===== src/rtl/rv_mem_pkg.sv =====
// Shared definitions for the data-memory access unit.
//   funct3 encodings of RISC-V loads/stores and the access FSM state type.
package rv_mem_pkg;

  localparam logic [2:0] F3_B  = 3'b000;
  localparam logic [2:0] F3_H  = 3'b001;
  localparam logic [2:0] F3_W  = 3'b010;
  localparam logic [2:0] F3_BU = 3'b100;
  localparam logic [2:0] F3_HU = 3'b101;

  typedef enum logic [1:0] {
    IDLE = 2'd0,
    REQ  = 2'd1,
    RESP = 2'd2,
    DONE = 2'd3
  } state_t;

endpackage


===== src/rtl/lsu_align.sv =====
// Combinational lane logic for the load/store unit.
//   Request side (core inputs): legality checks, byte enables, replicated
//   store data.
//   Response side (latched access): extract and extend the load result.
// Ports:
//   req_we, req_funct3, req_off  - incoming access (store flag, funct3, addr[1:0])
//   req_wdata                    - raw store data
//   be, wdata                    - byte enables / lane-replicated store data
//   misaligned, illegal          - access checks (illegal takes precedence)
//   ld_funct3, ld_off, bus_rdata - latched load info and returned bus word
//   ld_data                      - formatted load result
module lsu_align
  import rv_mem_pkg::*;
(
  input  logic        req_we,
  input  logic [2:0]  req_funct3,
  input  logic [1:0]  req_off,
  input  logic [31:0] req_wdata,
  output logic [3:0]  be,
  output logic [31:0] wdata,
  output logic        misaligned,
  output logic        illegal,
  input  logic [2:0]  ld_funct3,
  input  logic [1:0]  ld_off,
  input  logic [31:0] bus_rdata,
  output logic [31:0] ld_data
);

  logic [31:0] shifted;

  always_comb begin
    illegal = 1'b0;
    if (req_we) begin
      illegal = req_funct3[2] | (req_funct3 == 3'b011);
    end else begin
      illegal = (req_funct3 == 3'b011) | (req_funct3 == 3'b110) | (req_funct3 == 3'b111);
    end
  end

  // Only meaningful for legal funct3; size comes from funct3[1:0].
  always_comb begin
    misaligned = 1'b0;
    if (!illegal) begin
      case (req_funct3[1:0])
        2'b01:   misaligned = req_off[0];
        2'b10:   misaligned = (req_off != 2'b00);
        default: misaligned = 1'b0;
      endcase
    end
  end

  always_comb begin
    be    = 4'b1111;
    wdata = req_wdata;
    if (req_we) begin
      case (req_funct3[1:0])
        2'b00: begin
          be    = 4'b0001 << req_off;
          wdata = {4{req_wdata[7:0]}};
        end
        2'b01: begin
          be    = req_off[1] ? 4'b1100 : 4'b0011;
          wdata = {2{req_wdata[15:0]}};
        end
        default: begin
          be    = 4'b1111;
          wdata = req_wdata;
        end
      endcase
    end
  end

  assign shifted = bus_rdata >> {ld_off, 3'b000};

  always_comb begin
    ld_data = shifted;
    case (ld_funct3)
      F3_B:    ld_data = {{24{shifted[7]}}, shifted[7:0]};
      F3_H:    ld_data = {{16{shifted[15]}}, shifted[15:0]};
      F3_BU:   ld_data = {24'd0, shifted[7:0]};
      F3_HU:   ld_data = {16'd0, shifted[15:0]};
      F3_W:    ld_data = shifted;
      default: ld_data = shifted;
    endcase
  end

endmodule


===== src/rtl/dmem_access_unit.sv =====
// Load/store unit between the core's memory stage and a req/gnt/rvalid bus.
// Turns byte/half/word accesses into word-aligned bus transfers with byte
// enables, stalls the core while a transfer is outstanding and reports
// misaligned, illegal and timed-out accesses as one-cycle pulses.
// Ports:
//   clk, reset             - clock, synchronous active-low reset
//   core_req/we/funct3     - access request from the memory stage
//   core_addr, core_wdata  - byte address and store data
//   core_rdata             - formatted load data (valid in the release cycle)
//   stall                  - hold the pipeline (combinational)
//   misaligned, access_fault - fault pulses
//   mem_req/we/addr/be/wdata - registered bus request
//   mem_gnt, mem_rvalid, mem_rdata - bus handshake and read data
module dmem_access_unit
  import rv_mem_pkg::*;
#(
  parameter int unsigned TIMEOUT_CYCLES = 64,
  parameter int unsigned ADDR_W         = 32
) (
  input  logic              clk,
  input  logic              reset,
  input  logic              core_req,
  input  logic              core_we,
  input  logic [2:0]        core_funct3,
  input  logic [ADDR_W-1:0] core_addr,
  input  logic [31:0]       core_wdata,
  output logic [31:0]       core_rdata,
  output logic              stall,
  output logic              misaligned,
  output logic              access_fault,
  output logic              mem_req,
  input  logic              mem_gnt,
  output logic              mem_we,
  output logic [ADDR_W-1:0] mem_addr,
  output logic [3:0]        mem_be,
  output logic [31:0]       mem_wdata,
  input  logic              mem_rvalid,
  input  logic [31:0]       mem_rdata
);

  localparam int unsigned CNT_W = (TIMEOUT_CYCLES > 2) ? $clog2(TIMEOUT_CYCLES) : 1;

  state_t           state, state_n;
  logic [CNT_W-1:0] tcnt;
  logic [2:0]       f3_q;
  logic [1:0]       off_q;
  logic             we_q;

  logic [3:0]  al_be;
  logic [31:0] al_wdata;
  logic        al_mis;
  logic        al_ill;
  logic [31:0] al_ldata;

  logic accept, flag_ill, flag_mis, tmo, fin, tmo_hit;

  lsu_align u_align (
    .req_we     (core_we),
    .req_funct3 (core_funct3),
    .req_off    (core_addr[1:0]),
    .req_wdata  (core_wdata),
    .be         (al_be),
    .wdata      (al_wdata),
    .misaligned (al_mis),
    .illegal    (al_ill),
    .ld_funct3  (f3_q),
    .ld_off     (off_q),
    .bus_rdata  (mem_rdata),
    .ld_data    (al_ldata)
  );

  assign stall   = core_req & (state != DONE);
  assign tmo_hit = (tcnt == CNT_W'(TIMEOUT_CYCLES - 1));

  // Timeout takes priority over a gnt/rvalid arriving in the same cycle.
  always_comb begin
    state_n  = state;
    accept   = 1'b0;
    flag_ill = 1'b0;
    flag_mis = 1'b0;
    tmo      = 1'b0;
    fin      = 1'b0;
    case (state)
      IDLE: begin
        if (core_req) begin
          if (al_ill) begin
            flag_ill = 1'b1;
            state_n  = DONE;
          end else if (al_mis) begin
            flag_mis = 1'b1;
            state_n  = DONE;
          end else begin
            accept  = 1'b1;
            state_n = REQ;
          end
        end
      end
      REQ: begin
        if (tmo_hit) begin
          tmo     = 1'b1;
          state_n = DONE;
        end else if (mem_gnt) begin
          state_n = RESP;
        end
      end
      RESP: begin
        if (tmo_hit) begin
          tmo     = 1'b1;
          state_n = DONE;
        end else if (mem_rvalid) begin
          fin     = 1'b1;
          state_n = DONE;
        end
      end
      DONE:    state_n = IDLE;
      default: state_n = IDLE;
    endcase
  end

  always_ff @(posedge clk) begin
    if (!reset) begin
      state        <= IDLE;
      tcnt         <= '0;
      f3_q         <= '0;
      off_q        <= '0;
      we_q         <= 1'b0;
      core_rdata   <= '0;
      misaligned   <= 1'b0;
      access_fault <= 1'b0;
      mem_req      <= 1'b0;
      mem_we       <= 1'b0;
      mem_addr     <= '0;
      mem_be       <= '0;
      mem_wdata    <= '0;
    end else begin
      state        <= state_n;
      misaligned   <= flag_mis;
      access_fault <= flag_ill | tmo;
      // Request is high exactly while the FSM sits in REQ.
      mem_req      <= (state_n == REQ);

      if (accept) begin
        f3_q      <= core_funct3;
        off_q     <= core_addr[1:0];
        we_q      <= core_we;
        mem_we    <= core_we;
        mem_addr  <= {core_addr[ADDR_W-1:2], 2'b00};
        mem_be    <= al_be;
        mem_wdata <= core_we ? al_wdata : '0;
      end

      if (accept) begin
        tcnt <= '0;
      end else if ((state == REQ) || (state == RESP)) begin
        tcnt <= tcnt + CNT_W'(1);
      end else begin
        tcnt <= '0;
      end

      if (accept || flag_ill || flag_mis || tmo) begin
        core_rdata <= '0;
      end else if (fin) begin
        core_rdata <= we_q ? '0 : al_ldata;
      end
    end
  end

endmodule


===== config.mk =====
export PLATFORM = sky130hd
export DESIGN_NAME = dmem_access_unit
export DESIGN_NICKNAME = d
export VERILOG_FILES = /design/src/rtl/rv_mem_pkg.sv /design/src/rtl/lsu_align.sv /design/src/rtl/dmem_access_unit.sv
export SDC_FILE = /design/constraint.sdc
export NUM_CORES = 1
export LEC_CHECK = 0
export BUFFER_PORTS_ARGS = -buffer_cell sky130_fd_sc_hd__clkbuf_2
export CORE_ASPECT_RATIO = 0.7
export CORE_UTILIZATION = 53
export CTS_CLUSTER_DIAMETER = 30
export DETAILED_ROUTE_END_ITERATION = 6
export HOLD_SLACK_MARGIN = 0.06
export PLACE_DENSITY = 0.87
export SYNTH_ARGS = -nofsm -noshare
export SYNTH_HDL_FRONTEND = slang
export SYNTH_SLANG_ARGS = --single-unit

===== constraint.sdc =====
create_clock -name clk -period 3 [get_ports clk]
set_clock_uncertainty 0.1 [all_clocks]
set_input_delay 0 -clock clk [delete_from_list [all_inputs] [get_ports clk]]
set_output_delay 0 -clock clk [all_outputs]
set_load 0.05 [all_outputs]

---- Word-level counts from Yosys, hierarchy flattened ----
Cells that the tools add are included.
cells by class
  add/subtract/negate cells ............... 1
  equality and inequality tests ........... 14
  shift-type cells ........................ 2
  multiplexer cells ....................... 34
  bitwise logic cells ..................... 7
  reductions and logical operators ........ 11
operators with widths
  cell                                                                   count
  32-bit case mux with 4 select lines                                    1
  32-bit two-way mux                                                     2
  32-bit case mux with 2 select lines                                    1
  32-bit by 5-bit right shift with 32-bit output                         1
  1-bit two-way mux                                                      18
  2-bit two-way mux                                                      7
  3-bit equality test, second input constant                             4
  4-bit two-way mux                                                      2
  2-bit case mux with 4 select lines                                     1
  4-bit case mux with 2 select lines                                     1
  6-bit by 1-bit adder with 6-bit output, second input constant          1
  2-bit by 1-bit equality test with 1-bit output, second input constant  3
  2-bit equality test, second input constant                             3
  6-bit equality test, second input constant                             1
  2-bit logical NOT                                                      2
  1-bit logical OR                                                       4
  1-bit OR                                                               4
  2-bit OR reduction                                                     2
  1-bit by 2-bit left shift with 4-bit output, first input constant      1
  3-bit by 1-bit equality test with 1-bit output, second input constant  1
  3-bit by 2-bit equality test with 1-bit output, second input constant  1
  3-bit logical NOT                                                      1
  3-bit OR reduction                                                     1
  2-bit != test, second input constant                                   1
  4 further kinds                                                        5
word-level totals
  register bits ........................... 115
  bits of input ports ..................... 105
  output and inout bits ................... 105
  word-level logic and storage cells ...... 81

---- Longest topological paths before layout ----
Gate-level depths: netlist (run 1).
  word-level depth ........................ 13
  gate-level depth with buffers ........... 8
  mapped depth without buffers ............ 6

---- Modules after synthesis ----
Synthesis (run 1) repeated with hierarchy kept, for this count alone.
unflattened totals
  cells, all modules ...................... 677
  area, all modules ....................... 5725.5 sq um
by module, submodules not included
  module            times used  cells an instance  area each (sq um)  sequential area each (sq um)
  dmem_access_unit  1           454                4384.2             2302.2
  lsu_align         1           223                1341.3             0.0

---- Least setup slack after synthesis (run 1) ----
OpenSTA, ideal clock, no wires.
  kind .................................... reg-to-reg
  start ................................... reg we_q
  end ..................................... reg core_rdata[21]
  library setup time ...................... 122 ps
  arrival ................................. 1929 ps
  data required time ...................... 2778 ps
  slack ................................... 849 ps
  cell stages (with the launch flop) ...... 8
  buffers on the path ..................... 3
  clock period less this slack ............ 2151 ps
  cells stage by stage .................... dfxtp_1 -> clkbuf_2 -> and3b_1 -> o211a_1 -> buf_4 -> o2111a_1 -> buf_2 -> a221o_1
between the ends
  word-level cells in the longest chain between the ends .. 1
ends and longest elaborated chain
  item                    line                     source
  from (decl)             dmem_access_unit.sv:47   logic we_q;
  from (signal assigned)  dmem_access_unit.sv:145  we_q <= core_we;
  32-bit two-way mux      dmem_access_unit.sv:163  core_rdata <= we_q ? '0 : al_ldata;
  to (signal assigned)    dmem_access_unit.sv:163
  to (decl)               dmem_access_unit.sv:27   output logic [31:0] core_rdata,
Every way passes these cells.
A chain may end at the register's enable or synchronous reset.

---- Worst setup path after layout (run 1) ----
  start ................................... reg state[0]
  end ..................................... reg mem_wdata[0]
between the ends
  word-level cells in the longest chain between the ends .. 2
ends and longest elaborated chain
  item                    line                     source
  from (decl)             dmem_access_unit.sv:43   state_t state, state_n;
  from (signal assigned)  dmem_access_unit.sv:136  state <= state_n;
  2-bit logical NOT       dmem_access_unit.sv:83   case (state)
  1-bit two-way mux       dmem_access_unit.sv:83
  to (signal assigned)    dmem_access_unit.sv:149  mem_wdata <= core_we ? al_wdata : '0;
  to (decl)               dmem_access_unit.sv:36   output logic [31:0] mem_wdata,
Every way passes these cells.

==> results of run 1 <==
-- power by group through the flow --
stage / combinational [mW] / sequential (mW) / clock, mW
detailed placement: 1.33 / 1.78 / 0
global placement: 1.29 / 1.78 / 0
finish: 1.55 / 1.77 / 2.09
global route: 1.63 / 1.78 / 2.17
floorplan: 0.639 / 2.14 / 0
CTS: 1.48 / 1.76 / 2.07
-- synth_stat cells, drive strengths merged, types with 2 or more instances --
cell type,number
and3,4
a22o,8
dfxtp,115
nand2b,2
nor3,6
a2111o,7
nand3,18
clkbuf,23
o21ai,13
a221o,16
nand3b,8
inv,9
nor4,2
mux2,15
and2,9
mux2i,65
o211ai,2
nor2b,2
o2bb2ai,25
o221a,2
ha,10
or2,3
o31a,2
a311oi,2
o211a,3
xnor2,3
buf,19
a21oi,39
nor2,17
nand2,101
-- per-stage QoR --
stage | hold WS (ps) | worst slack (ps) | area [um^2] | power (mW)
finish | 100 | 248 | 8320 | 5.40
global route | 149 | 154 | 8320 | 5.58
CTS | 71.4 | 387 | 8320 | 5.30
detailed placement | 140 | 430 | 6440 | 3.12
global placement | 129 | 660 | 6440 | 3.06
floorplan | 42.1 | 849 | 5410 | 2.78
-- kinds of logic (layout without fill, tap and decap cells) --
family,count (synthesis),in the layout,synth area share (%)
multiplexers,81,81,15.6
adder cells (fa/ha/maj),10,10,2.31
AO/OA/AOI/OAI,125,125,18.0
XOR/XNOR,4,4,0.648
AND/OR/NAND/NOR,179,179,15.6
flip-flops,115,115,42.6
other,1,2,0.0693
buffers and inverters,51,384,5.25
-- flip-flops by register name, indices dropped and copies added, names as in the netlist --
register and cells:
tcnt 6, misaligned 1, we_q 1, off_q 2
access_fault 1, f3_q 3, core_rdata 32, state 2
mem_addr 30, mem_wdata 32, mem_be 4, mem_req 1
-- area by class of cell --
cell class	count	area [um^2]	share of cell area, %
clock buffer	19	453	5.44
clock inverter	13	159	1.91
inverter	9	33.8	0.406
multi-input combinational	401	2830	34.0
sequential	115	2300	27.7
tap	128	160	1.92
timing repair buffer	343	2390	28.7
-- how the worst max path moves through the flow --
stage,start,end
3_3_place_gp,state[0],mem_addr[30]
3_5_place_dp,state[0],mem_addr[30]
6_report,state[0],mem_wdata[0]
5_1_grt,state[1],mem_addr[30]
4_1_cts,state[0],mem_addr[30]
2_1_floorplan,we_q,core_rdata[21]
-- layer usage --
metal	part of all wire (%)	track usage [%]	vias to the layer above	wire length (um)
li1	-	-	2691	-
met1	37	44.3	2867	7730
met2	48	66.9	454	9910
met3	9.4	12.0	148	1950
met4	5.7	25.5	0	1180
met5	0	0	-	0
-- worst max-delay path, stage by stage (launching register included) --
cell	delay, ps
sky130_fd_sc_hd__dfxtp_1	340
sky130_fd_sc_hd__inv_1	120
sky130_fd_sc_hd__ha_1	280
sky130_fd_sc_hd__nand2_1	180
sky130_fd_sc_hd__nor3_1	570
sky130_fd_sc_hd__and2_4	520
sky130_fd_sc_hd__buf_12	260
sky130_fd_sc_hd__mux2i_1	260
==> run summary, run 1 <==
Cell Rows - 30
Final GP Congestion - 0.932
critical path type - reg -> reg
crit path launch type - register
Die Y-Extent - 86.5 um
Horiz. Die Dim - 123 um
maximum vdd ir drop - 0.439 mV
number of global-route vias before repair - 6,255
net switching power - 1.85 mW
Area contributors post-synth - sky130_fd_sc_hd__dfxtp_1 (43%), sky130_fd_sc_hd__mux2i_1 (12%), sky130_fd_sc_hd__nand2_1 (6.9%)
post-detailed-route count of antenna-violating nets - 0
first-pass GRT wire length - 32.1 mm
source of the worst register-to-register timing path - state[0]
Syn Std Cell Area - 5410 um^2
initial core utilization - 55.2%
CTS Root Buffer Type - sky130_fd_sc_hd__clkbuf_16
cell type with the highest aggregate area in the netlist - sky130_fd_sc_hd__dfxtp_1
wire length per cell - 20.2 um
worst-case headroom to the max-slew limit - 32.6%
total DRC errors in the routed layout - 0
Tot GR Track Use - 39.9%
Die Outline Area - 10,600 um^2
maximum level of the CTS H-tree - 4
count of unique library cells instantiated by Yosys - 56
sequential share of power - 32.7%
switching portion of total power - 34.3%
final total negative setup slack - 0 ps
capturing element type of the critical path - register
non-filler instance count after layout - 1,028
worst reg2reg setup slack - 250 ps
deepest clock path buffer count - 2
proportion of layout cells with a drive suffix above 1 - 30.9%
source-to-sink clock delay at the later pin of the worst-skew pair - 410 ps
Hold Path Sink - core_rdata[10]
number of nets in the finished design - 1,002
clock period minus final worst setup slack - 2750 ps
share of synthesized registers carrying an async set or reset - 0%
number of warnings issued by yosys - 0
post-CTS repair timing setup buffer count - 0
beginning of the worst hold path - mem_rdata[10]
overflow left after global routing - 0
pin slew with the least headroom to its limit - 1010 ps
most used flip-flop cell after synthesis - sky130_fd_sc_hd__dfxtp_1
Critical Path RT - 3220 ps
Hold Path Depth - 5
number of instances in the synthesized netlist - 566
Fmax achieved - 0.363 GHz
Final Hold Viols - 0
unrepaired setup endpoints after global routing - false
Final Max Tran Viols - 0
cell-internal power - 3.55 mW
relative contribution of combinational cells to total power - 28.7%
First DRT Iteration DRCs - 431
status - finished clean
core box area - 9800 um^2
power density of the placed cells - 649 nW/um^2
EDFF count, synth - 0
fin crit share - 91.7%
final setup violating endpoints - 0
portion of synthesized cell area occupied by the leading cell type - 42.6%
number of fillers in the final layout - 471
count of max-cap constraint violations - 0
final HPWL from detailed placement - 11.4 mm
maximum number of pins on one net before global-route repair - 107
IO Port Bufs - 207
Worst R2R End - mem_wdata[0]
number of sinks handled by clock tree synthesis - 115
clock tree from TritonCTS - yes
number of vias after detailed routing - 6,160
most frequent cells in the layout - sky130_fd_sc_hd__clkbuf_2 (206), sky130_fd_sc_hd__dlygate4sd3_1 (127), sky130_fd_sc_hd__dfxtp_1 (115)
I/O pin count - 210
antenna violations before repair - 0
WP data arrival - 2970 ps
number of synthesized register bits - 115
number of gates resized after cts - 0
post-synthesis area per instance - 9.56 um^2
number of cells on the worst reg-to-reg path - 7
share of power burned in the clock network - 38.7%
first-pass detailed-route iteration total - 5
critical-path maximum fanout - 26
leakage - 3.60 nW
number of buffers inserted for hold repair after clock tree synthesis - 127
clock-pin slew on the worst setup and hold paths - 50 ps
final antenna diode count - 0
most common cell after layout, fill and taps aside - sky130_fd_sc_hd__clkbuf_2
sequential cell area fraction in the yosys report - 42.6%
Tightest Hold Check Type - in -> reg
Util after Layout - 85.0%
total wirelength of the detailed-routed design - 20.8 mm
Area growth, synth to finish - 53.9%
TritonCTS Buffers - 17
Vias/cell - 5.99
total placed cells including tap cells - 869
No activity file was read; power rests on OpenSTA's default activity.
==> run 2, diff against run 1 <==
Settings changed: REMOVE_ABC_BUFFERS set to 1.
==> run 2 against run 1 <==
Largest cell class unchanged; largest power group unchanged; the run now ends with DRC left; die area is the same; total power grew 1.2%; sequential cell count is the same.
==> run summary, run 2 (synthesis gave the netlist of run 1 again) <==
cell-internal power - 3.57 mW
Util after Layout - 86.9%
First DRT Iteration DRCs - 688
pin slew with the least headroom to its limit - 1080 ps
Worst R2R End - mem_addr[19]
total wirelength of the detailed-routed design - 21.9 mm
leakage - 3.70 nW
Die Y-Extent - 86.5 um
final antenna diode count - 0
critical-path maximum fanout - 23
share of power burned in the clock network - 38.2%
Die Outline Area - 10,600 um^2
beginning of the worst hold path - mem_rvalid
maximum vdd ir drop - 0.550 mV
Final Max Tran Viols - 0
worst setup path endpoint - mem_addr[19]
Horiz. Die Dim - 123 um
total DRC errors in the routed layout - 1
critical path type - in -> reg
number of fillers in the final layout - 467
CTS Root Buffer Type - sky130_fd_sc_hd__clkbuf_16
initial core utilization - 55.2%
wire length per cell - 20.9 um
power density of the placed cells - 643 nW/um^2
number of vias after detailed routing - 6,317
capturing element type of the critical path - register
start point of the critical path - core_funct3[0]
worst reg2reg setup slack - 100 ps
relative contribution of combinational cells to total power - 29.4%
Critical Path RT - 3270 ps
number of cells on the worst reg-to-reg path - 8
multi-input logic area - 2830 um^2
final HPWL from detailed placement - 11.4 mm
most common cell after layout, fill and taps aside - sky130_fd_sc_hd__clkbuf_2
Tot GR Track Use - 41.1%
maximum level of the CTS H-tree - 4
Vias/cell - 6.03
core box area - 9800 um^2
source of the worst register-to-register timing path - state[0]
status - finished with violations
largest registers - core_rdata x32, mem_wdata x32, mem_addr x30
register area - 2300 um^2
final setup violating endpoints - 0
crit path launch type - input port
most frequent cells in the layout - sky130_fd_sc_hd__clkbuf_2 (206), sky130_fd_sc_hd__dlygate4sd3_1 (141), sky130_fd_sc_hd__dfxtp_1 (115)
violated checks - DRC
antenna violations before repair - 0
WP data arrival - 3260 ps
first-pass GRT wire length - 32.7 mm
maximum number of pins on one net before global-route repair - 81
number of nets in the finished design - 1,021
clock-pin slew on the worst setup and hold paths - 60 ps
number of global-route vias before repair - 6,432
Tightest Hold Check Type - in -> reg
clock tree from TritonCTS - yes
net switching power - 1.90 mW
fin crit share - 99.9%
I/O pin count - 210
Cell Rows - 30
Final GP Congestion - 0.854
Area growth, synth to finish - 57.3%
post-detailed-route count of antenna-violating nets - 0
Final Total Pwr - 5.47 mW
Fmax achieved - 0.334 GHz
sequential share of power - 32.4%
IO Port Bufs - 207
TritonCTS Buffers - 17
overflow left after global routing - 0
Final Hold Viols - 0
number of sinks handled by clock tree synthesis - 115
count of max-cap constraint violations - 0
clock period minus final worst setup slack - 3000 ps
worst-case headroom to the max-slew limit - 28.1%
first-pass detailed-route iteration total - 7
source-to-sink clock delay at the later pin of the worst-skew pair - 420 ps
proportion of layout cells with a drive suffix above 1 - 30.8%
switching portion of total power - 34.8%
deepest clock path buffer count - 2
[run 2: cell types whose count changed in the layout (fill, tap and decap cells not counted), sizes merged]
cell | before | now
dlygate4sd3 | 127 | 141
buf | 10 | 15
clkinv | 7 | 5
clkinvlp | 3 | 5
[run 2: worst min path at each step]
stage / end / slack [ps] / cells after the start
final: core_rdata[7] / 70 / 4
after global routing: core_rdata[7] / 60 / 4
after CTS: core_rdata[11] / 80 / 4
after detailed placement: mem_addr[13] / 140 / 3
after global placement: mem_addr[2] / 130 / 3
after floorplan: f3_q[2] / 40 / 2
[run 2: routing by layer]
metal  part of all wire, %  track usage [%]  up-vias
li1                      -                -     2737
met2                    47             68.3      500
met4                   7.1             27.7        0
met1                    36             45.7     2913
met3                   9.8             12.1      167
met5                     0                0        -
[run 2: area by class of cell]
cell class | count | area share [%]
Multi-Input combinational cell | 401 | 33.3
Timing Repair Buffer | 362 | 30.3
Sequential cell | 115 | 27.1
Clock buffer | 19 | 5.20
Clock inverter | 13 | 1.88
Tap cell | 128 | 1.88
Inverter | 9 | 0.397
[run 2: stage by stage]
step	instance area (um^2)	hold slack [ps]	setup slack, ps	instances	TNS, ps
floorplan	5160	42.1	636	525	0
global placement	6460	128	713	870	0
detailed placement	6460	141	560	870	0
CTS	8480	77.8	36.2	1043	0
global route	8510	61.6	-31.4	1047	-38.8
finish	8510	73.0	2.37	1047	0
[run 2: critical path, cell delays in order]
cell                            delay (ps)
sky130_fd_sc_hd__dlygate4sd3_1         570
sky130_fd_sc_hd__clkbuf_2              200
sky130_fd_sc_hd__inv_1                 100
sky130_fd_sc_hd__ha_1                  240
sky130_fd_sc_hd__or4b_4                540
sky130_fd_sc_hd__o311ai_4              140
sky130_fd_sc_hd__and2_4                290
sky130_fd_sc_hd__buf_12                220
sky130_fd_sc_hd__mux2i_1               320
sky130_fd_sc_hd__dlygate4sd3_1         600
[run 2: power by group through the flow]
stage / sequential [mW] / clock (mW) / combinational [mW]
after floorplan: 2.16 / 0 / 0.544
after global placement: 1.78 / 0 / 1.30
after detailed placement: 1.79 / 0 / 1.33
after CTS: 1.76 / 2.07 / 1.51
after global routing: 1.78 / 2.16 / 1.68
final: 1.77 / 2.09 / 1.61
[run 2: timing repair]
item / CTS / global route
hold endpoints to repair: 106 / 0
endpoints found under the setup margin: 0 / 7
resized for setup: 0 / 1
buffers inserted: 0 / 4
hold buffers: 141 / 0
==> run 3, diff against run 2 <==
Settings changed: PLACE_DENSITY 0.87 to 0.84.
==> run 3 against run 2 <==
The run now ends clean; sequential cell count unchanged; routed wire length down 5.4%; final area down 1.8%; final cell count down 1.1%; total power down 3.9%; sequential power about the same; via count down 1.8%; non-clock buffer count down 11; setup slack better by 64 ps; sequential share of layout area up 0.49 points; critical path type unchanged; largest power group unchanged.
==> run summary, run 3 (synthesis gave the netlist of run 1 again) <==
number of global-route vias before repair - 6,315
final instance area - 8360 um^2
beginning of the worst hold path - mem_rvalid
source of the worst register-to-register timing path - state[0]
final setup violating endpoints - 0
Cell Rows - 30
maximum number of pins on one net before global-route repair - 93
wire length per cell - 20.0 um
Horiz. Die Dim - 123 um
first-pass GRT wire length - 31.6 mm
Critical Path RT - 3240 ps
worst setup slack after placement - 522 ps
number of nets in the finished design - 1,011
post-CTS repair timing setup buffer count - 0
Final Max Tran Viols - 0
final total negative setup slack - 0 ps
cells along the critical path - dlygate4sd3_1, clkbuf_2, inv_1, ha_1, o211a_1, nor3_2, and2_4, mux2i_1, dlygate4sd3_1
setup slack after layout - 66.2 ps
number of fillers in the final layout - 499
cell with the most instances on the worst path - sky130_fd_sc_hd__dlygate4sd3_1
maximum vdd ir drop - 0.506 mV
Area growth, synth to finish - 54.6%
Vias/cell - 5.99
start point of the critical path - core_funct3[0]
critical path type - in -> reg
Die Outline Area - 10,600 um^2
most frequent cells in the layout - sky130_fd_sc_hd__clkbuf_2 (206), sky130_fd_sc_hd__dlygate4sd3_1 (133), sky130_fd_sc_hd__dfxtp_1 (115)
unrepaired setup endpoints after global routing - false
multi-input logic area - 2840 um^2
leakage - 3.63 nW
Final Hold Viols - 0
WP data arrival - 3180 ps
capturing element type of the critical path - register
source-to-sink clock delay at the later pin of the worst-skew pair - 400 ps
antenna violations before repair - 0
IO Port Bufs - 207
net switching power - 1.82 mW
post-detailed-route count of antenna-violating nets - 0
maximum level of the CTS H-tree - 4
share of power burned in the clock network - 36.2%
I/O pin count - 210
Die Y-Extent - 86.5 um
Final Total Pwr - 5.26 mW
TritonCTS Buffers - 17
total DRC errors in the routed layout - 0
core box area - 9800 um^2
crit path launch type - input port
CTS Root Buffer Type - sky130_fd_sc_hd__clkbuf_16
max incr delay on CP - 580 ps
pin slew with the least headroom to its limit - 1120 ps
fin crit share - 97.8%
worst reg2reg setup slack - 140 ps
Tightest Hold Check Type - in -> reg
slowest cell on the critical path - sky130_fd_sc_hd__dlygate4sd3_1
final antenna diode count - 0
Buf/Inv on CP - 4
number of vias after detailed routing - 6,203
Final GP Congestion - 0.850
number of sinks handled by clock tree synthesis - 115
clock-pin slew on the worst setup and hold paths - 50 ps
register area - 2300 um^2
total wirelength of the detailed-routed design - 20.7 mm
Top Family by Delay on Critical Path - buffers and inverters
cell-internal power - 3.43 mW
final HPWL from detailed placement - 11.2 mm
initial core utilization - 55.2%
critical-path maximum fanout - 14
sequential share of power - 33.5%
largest registers - core_rdata x32, mem_wdata x32, mem_addr x30
most common cell after layout, fill and taps aside - sky130_fd_sc_hd__clkbuf_2
Util after Layout - 85.3%
switching portion of total power - 34.7%
status - finished clean
proportion of layout cells with a drive suffix above 1 - 30.7%
relative contribution of combinational cells to total power - 30.3%
worst-case headroom to the max-slew limit - 25.1%
count of max-cap constraint violations - 0
overflow left after global routing - 0
deepest clock path buffer count - 2
First DRT Iteration DRCs - 519
power density of the placed cells - 629 nW/um^2
first-pass detailed-route iteration total - 7
clock tree from TritonCTS - yes
Tot GR Track Use - 39.3%
post-place instance area - 6470 um^2
clock period minus final worst setup slack - 2930 ps
Fmax achieved - 0.341 GHz
## run 3: through the flow
stage / hold slack [ps] / cells
3_3_place_gp: 131 / 871
5_1_grt: 122 / 1035
6_report: 93.5 / 1035
2_1_floorplan: 42.1 / 525
4_1_cts: 79.6 / 1034
3_5_place_dp: 136 / 871
## run 3: final cells by class
type	instances	area share, %
multi-input cells	402	34.0
repair buffers	351	29.6
flip-flops and latches	115	27.5
clock buffers	19	5.18
well taps	128	1.92
clock inverters	11	1.38
inverters	9	0.404
## run 3: power groups by stage
stage / Clock (mW) / Combinational [mW] / Sequential, mW
final: 1.90 / 1.59 / 1.76
after global routing: 1.99 / 1.66 / 1.78
after CTS: 1.90 / 1.51 / 1.75
after detailed placement: 0 / 1.35 / 1.78
after global placement: 0 / 1.31 / 1.78
after floorplan: 0 / 0.544 / 2.16
## run 3: routing by layer
layer | vias to the layer above | track usage (%) | routed length, um
met5 | - | 0 | 0
met4 | 0 | 26.2 | 1290
met3 | 159 | 13.7 | 2480
met2 | 534 | 63.4 | 9440
met1 | 2805 | 44.1 | 7520
li1 | 2705 | - | -
## run 3: path summary, 6_finish.rpt
path	end	cells past startpoint
worst max-delay path	off_q[0]	9
worst min-delay path	core_rdata[15]	4
worst max register to register	off_q[0]	7
worst min register to register	mem_addr[10]	2
## run 3: worst register-to-register path, delay by kind of cell, from the launching register on
kind | cells | cell delay [ps]
buffers and inverters | 2 | 680
DFF | 1 | 340
muxes | 1 | 280
and+or+nand+nor | 3 | 1130
adders and majority gates | 1 | 260
## run 3: repair_timing
action                     in CTS  in global routing
setup endpoints to repair       0                  4
gates resized for setup         0                  1
hold endpoints to repair      112                  0
hold buffers                  133                  0
